### src/rtl/cen_pkg.sv
// Shared constants and types for the fractional clock-enable generator.
// Holds the default widths, packing helper and the standard 24 MHz ratios.
package cen_pkg;

    localparam int CEN_ACC_W    = 16;
    localparam int CEN_CHANNELS = 3;

    typedef struct packed {
        logic [CEN_ACC_W-1:0] num;
        logic [CEN_ACC_W-1:0] den;
    } cen_ratio_t;

    // Standard enables derived from a 24 MHz clk_sys
    localparam cen_ratio_t CEN6  = '{num: 16'd1, den: 16'd4};
    localparam cen_ratio_t CEN12 = '{num: 16'd1, den: 16'd2};
    localparam cen_ratio_t CEN2  = '{num: 16'd1, den: 16'd12};

    // LSB position of channel ch inside a packed num/den bus
    function automatic int cen_lsb(input int ch, input int w);
        return ch * w;
    endfunction

endpackage

### src/rtl/cen_fracdiv_chan.sv
// One fractional clock-enable accumulator channel.
// Ports: clk_sys/reset, i_num/i_den ratio, i_turbo, i_pause/i_pause_en freeze,
//        i_resync phase clear, o_cen enable pulse, o_cfg_err illegal ratio flag.
module cen_fracdiv_chan
    import cen_pkg::*;
#(
    parameter int ACC_W = CEN_ACC_W
) (
    input  logic             clk_sys,
    input  logic             reset,
    input  logic [ACC_W-1:0] i_num,
    input  logic [ACC_W-1:0] i_den,
    input  logic             i_turbo,
    input  logic             i_pause,
    input  logic             i_pause_en,
    input  logic             i_resync,
    output logic             o_cen,
    output logic             o_cfg_err
);

    logic [ACC_W:0]   r_acc;
    logic             r_cen;
    logic             r_err;

    logic [ACC_W:0]   w_ne;
    logic [ACC_W+1:0] w_den2;
    logic [ACC_W+1:0] w_nxt;
    logic [ACC_W+1:0] w_sub;
    logic [ACC_W:0]   w_acc_step;
    logic             w_step_cen;
    logic             w_bad;
    logic             w_sat;

    always_comb begin
        w_ne       = i_turbo ? {i_num, 1'b0} : {1'b0, i_num};
        w_den2     = {2'b00, i_den};
        w_bad      = (i_den == '0) || (i_num == '0);
        w_sat      = (w_ne >= {1'b0, i_den});
        w_nxt      = {1'b0, r_acc} + {1'b0, w_ne};
        w_step_cen = 1'b0;
        w_sub      = w_nxt;
        if (w_nxt >= w_den2) begin
            w_step_cen = 1'b1;
            w_sub      = w_nxt - w_den2;
        end
        // A den lowered mid-run can leave the residue above the new den;
        // drop it rather than let the accumulator run away.
        w_acc_step = '0;
        if (w_sub < w_den2) begin
            w_acc_step = w_sub[ACC_W:0];
        end
    end

    always_ff @(posedge clk_sys) begin
        if (reset) begin
            r_acc <= '0;
            r_cen <= 1'b0;
            r_err <= 1'b0;
        end else begin
            r_err <= w_bad;
            if (i_resync) begin
                r_acc <= '0;
                r_cen <= 1'b0;
            end else if (i_pause && i_pause_en) begin
                r_cen <= 1'b0;
            end else if (w_bad) begin
                r_acc <= '0;
                r_cen <= 1'b0;
            end else if (w_sat) begin
                r_acc <= '0;
                r_cen <= 1'b1;
            end else begin
                r_acc <= w_acc_step;
                r_cen <= w_step_cen;
            end
        end
    end

    assign o_cen     = r_cen;
    assign o_cfg_err = r_err;

endmodule

### src/rtl/cen_fracdiv.sv
// Multi-channel fractional clock-enable generator (num/den per channel).
// Ports: clk_sys, reset, num/den packed per channel, turbo, pause, pause_mask,
//        resync, cen enable pulses, cfg_err illegal-ratio flags.
module cen_fracdiv
    import cen_pkg::*;
#(
    parameter int CHANNELS = CEN_CHANNELS,
    parameter int ACC_W    = CEN_ACC_W
) (
    input  logic                      clk_sys,
    input  logic                      reset,
    input  logic [CHANNELS*ACC_W-1:0] num,
    input  logic [CHANNELS*ACC_W-1:0] den,
    input  logic [CHANNELS-1:0]       turbo,
    input  logic                      pause,
    input  logic [CHANNELS-1:0]       pause_mask,
    input  logic                      resync,
    output logic [CHANNELS-1:0]       cen,
    output logic [CHANNELS-1:0]       cfg_err
);

    for (genvar i = 0; i < CHANNELS; i++) begin : g_ch
        cen_fracdiv_chan #(
            .ACC_W(ACC_W)
        ) u_chan (
            .clk_sys   (clk_sys),
            .reset     (reset),
            .i_num     (num[cen_lsb(i, ACC_W) +: ACC_W]),
            .i_den     (den[cen_lsb(i, ACC_W) +: ACC_W]),
            .i_turbo   (turbo[i]),
            .i_pause   (pause),
            .i_pause_en(pause_mask[i]),
            .i_resync  (resync),
            .o_cen     (cen[i]),
            .o_cfg_err (cfg_err[i])
        );
    end

endmodule

### config.mk
export PLATFORM = sky130hd
export DESIGN_NAME = cen_fracdiv
export DESIGN_NICKNAME = d
export VERILOG_FILES = /design/src/rtl/cen_pkg.sv /design/src/rtl/cen_fracdiv_chan.sv /design/src/rtl/cen_fracdiv.sv
export SDC_FILE = /design/constraint.sdc
export NUM_CORES = 1
export LEC_CHECK = 0
export ABC_AREA = 1
export ABC_CLOCK_PERIOD_IN_PS = 16100
export BUFFER_PORTS_ARGS = -buffer_cell sky130_fd_sc_hd__buf_4
export CORE_MARGIN = 2
export CORE_UTILIZATION = 47
export DETAILED_ROUTE_END_ITERATION = 7
export PLACE_DENSITY = 0.66
export REMOVE_ABC_BUFFERS = 1
export SETUP_SLACK_MARGIN = 0.5
export SYNTH_ARGS = -nofsm -noshare
export SYNTH_HDL_FRONTEND = slang
export SYNTH_SLANG_ARGS = --single-unit
### constraint.sdc
create_clock -name clk_sys -period 16.1 [get_ports clk_sys]
set_clock_uncertainty 0.1 [all_clocks]
set_input_delay 1.61 -clock clk_sys [delete_from_list [all_inputs] [get_ports clk_sys]]
set_output_delay 1.61 -clock clk_sys [all_outputs]
set_load 0.03 [all_outputs]
==> flow_summary.yaml <==
sta:
  period_share_pct: 45.6
  rsz0062_at_grt: "false"
  relSlewSlack_pct: 36.3
  tns_ns: 0
  fmax_ghz: 0.136
  slew_viol_final: 0
  period_minus_slack_ns: 7.34
  setup_viol: 0
  tightest_slew_ns: 0.954
  hold_viol_final: 0
die:
  die_w_um: 159
  die-area_um2: 25400
  rows: 56
  ios: 112
  start_util_pct: 48.1
  core_um2: 23600
  fp.dieH_um: 159
place:
  place_hpwl_um: 29100
  io_buffers: 111
  placed_cell_area_um2: 12300
  globalplace.congestion: 0.977
cts:
  cts_sinks: 57
  post_cts_resized: 0
  cts_buffers: 9
  cts_tree: "done"
  ctsHoldBuffers: 0
  clock_path_buffers: 2
  clkLatencyLatePin_ns: 0.35
  post_cts_buffers: 0
  h-tree-depth: 3
  cts_root_buf: "clkbuf_16"
  path_clk_slew_ns: 0.06
finish:
  nFillCells: 2449
  drive_gt1_share_pct: 14.3
  seqCellArea_um2: 1140
  finalNetCount: 2156
  design_area_um2: 12700
  area_growth_pct: 11.8
  multiInputGateArea_um2: 9040
  diodes: 0
setup_path:
  cp.required_ns: 16.26
  criticalPathCategory: "in2reg"
  arrival_ns: 7.51
  cpMostUsedCell: "nand2_1"
  reg2reg_depth: 35
  critical_path.max_fanout: 32
  crit_path_top_delay_cell: "fa_1"
  critPathLaunchType: "input pin"
  max_stage_delay_ns: 0.42
  cp-end-kind: "flip-flop"
global_route:
  grt_first_pass_wirelength_um: 55400
  grt_max_degree: 52
  antenna_found_initial: 0
  grt-ovfl-total: 0
  grtUsageTotal_pct: 26.6
  grt_pass1_vias: 11239
power:
  p_int_uw: 559
  ir_worst_vdd_v: 0.0000531
  netSwitchingPower_uw: 517
  sw_frac_of_total_pct: 48.1
  p_leak_uw: 0.00643
  p_total_uw: 1080
  power_frac_comb_pct: 64.9
  clkPwrFrac_pct: 21.1
  power.density_nw_per_um2: 84.8
  seq_power_share_pct: 14.0
detailed_routing:
  drt-initial-drc-count: 692
  first_pass_iters: 5
  wirelength_um: 34000
  wl_per_cell_um: 15.6
  drtAntennaViolNets: 0
  drc: 0
  vias: 11767
  via_per_inst: 5.41
logic_synthesis:
  post_synth_num_cell_types: 59
  synth_area_per_cell_um2: 6.42
  synth.area.top_cells: "ha_1 (21%), nand2_1 (13%), dfxtp_1 (10%), inv_1 (7.5%), a21oi_1 (7.0%)"
  synthMostInstantiatedCell: "nand2_1"
  synth_top_cell_by_area: "ha_1"
  synth_edf_count: 0
  synth_cells: 1768
  synth_commonest_cells: "nand2_1 (404), inv_1 (226), ha_1 (192)"
  ys_ff_latch: 57
  ys_seq_area_share_pct: 10.1
  yosysWarnings: 0
  synth_top_area_share_pct: 21.2
  syn_area_um2: 11300
  synth_top_flop_cell: "dfxtp_1"
  async_flop_share_pct: 0
job:
  cap_violations: 0
run_status:
  outcome: "complete, no violations"
worst_hold_path:
  whs_path_depth: 2
  hold_path.class: "reg2reg"
==> cells by family (layout without fill, tap and decap cells) <==
family                   Yosys count  after routing  synth area share, %
buffers and inverters            282            371                 10.2
XOR/XNOR                          80             80                 6.17
AO/OA/AOI/OAI                    367            367                 19.3
AND/OR/NAND/NOR                  784            784                 32.0
adder cells (fa/ha/maj)          198            198                 22.2
flip-flops                        57             57                 10.1
==> through the flow <==
stage               hold slack (ns)  util (%)  instances  setup slack, ns
floorplan                     0.323         -       1728             9.74
global placement              0.336      52.3       2160             8.55
detailed placement            0.335      52.3       2160             8.53
CTS                           0.345      53.7       2176             8.86
global route                  0.359      53.7       2176             8.19
finish                        0.346      53.7       2176             8.76
==> area by class of cell <==
type                    instances  share of cell area, %
clock buffers                  11                   1.91
clock inverters                 5                  0.808
inverters                     242                   7.19
multi-input cells            1429                   71.3
flip-flops and latches         57                   8.99
well taps                     319                   3.15
repair buffers                113                   6.68
==> power by group through the flow <==
| stage | Sequential, uW | Combinational (uW) | Clock, uW |
|---|---|---|---|
| 2_1_floorplan | 153 | 516 | 0 |
| 3_3_place_gp | 154 | 682 | 0 |
| 3_5_place_dp | 153 | 690 | 0 |
| 4_1_cts | 151 | 694 | 230 |
| 5_1_grt | 151 | 790 | 237 |
| 6_report | 151 | 699 | 227 |
==> sequential cells by signal, summed over array words and instances, names as in the netlist <==
register	cells
g_ch.u_chan.o_cfg_err	3
g_ch.u_chan.r_acc	51
g_ch.u_chan.o_cen	3
==> placed cells by master (no fill, tap or decap), types with 4 or more instances in the layout <==
master / netlist / final
inv_2: 10 / 11
or2_2: 6 / 6
o21bai_1: 6 / 6
clkbuf_16: 0 / 9
nand3b_1: 5 / 5
xnor2_1: 47 / 47
ha_1: 192 / 192
o21ai_1: 11 / 11
a211oi_1: 9 / 9
a31oi_1: 14 / 14
a21oi_1: 158 / 158
o211ai_1: 4 / 4
dfxtp_1: 57 / 57
o21ai_2: 10 / 10
o21ai_0: 82 / 82
a21o_1: 15 / 15
buf_4: 8 / 113
nor2_1: 150 / 150
a21oi_2: 34 / 34
o21a_1: 10 / 10
xor2_1: 33 / 33
inv_1: 226 / 226
nor4_1: 29 / 29
nand3_2: 33 / 33
nor3_1: 8 / 8
nor2_4: 4 / 4
nand3_1: 71 / 71
nand2_2: 23 / 23
fa_1: 6 / 6
nand2_1: 404 / 404
o2111ai_1: 5 / 5
nand4_1: 30 / 30
==> routing by layer <==
| metal | share of wire, % | GRT usage [%] |
|---|---|---|
| met3 | 4.7 | 3.62 |
| met4 | 4.3 | 11.2 |
| met1 | 46 | 34.8 |
| met5 | 0 | 0 |
| met2 | 45 | 44.0 |
==> path summary, 6_finish.rpt <==
path,endpoint,from,slack (ns)
worst min-delay path,g_ch[1].u_chan.r_acc[16]$_SDFFE_PP0N_,g_ch[1].u_chan.r_acc[16]$_SDFFE_PP0N_,0.35
worst max-delay path,g_ch[2].u_chan.r_acc[5]$_SDFFE_PP0N_,turbo[2],8.76
worst max register to register,g_ch[2].u_chan.r_acc[5]$_SDFFE_PP0N_,g_ch[2].u_chan.r_acc[0]$_SDFFE_PP0N_,10.10
worst min register to register,g_ch[1].u_chan.r_acc[16]$_SDFFE_PP0N_,g_ch[1].u_chan.r_acc[16]$_SDFFE_PP0N_,0.35
==> worst max-delay path, delay by kind of cell <==
family,cells,cell delay [ns]
adders and majority gates,4,1.25
and+or+nand+nor,19,2.17
AOI/OAI and AO/OA,9,1.94
buffers and inverters,5,0.48
No activity file was read; power rests on OpenSTA's default activity.
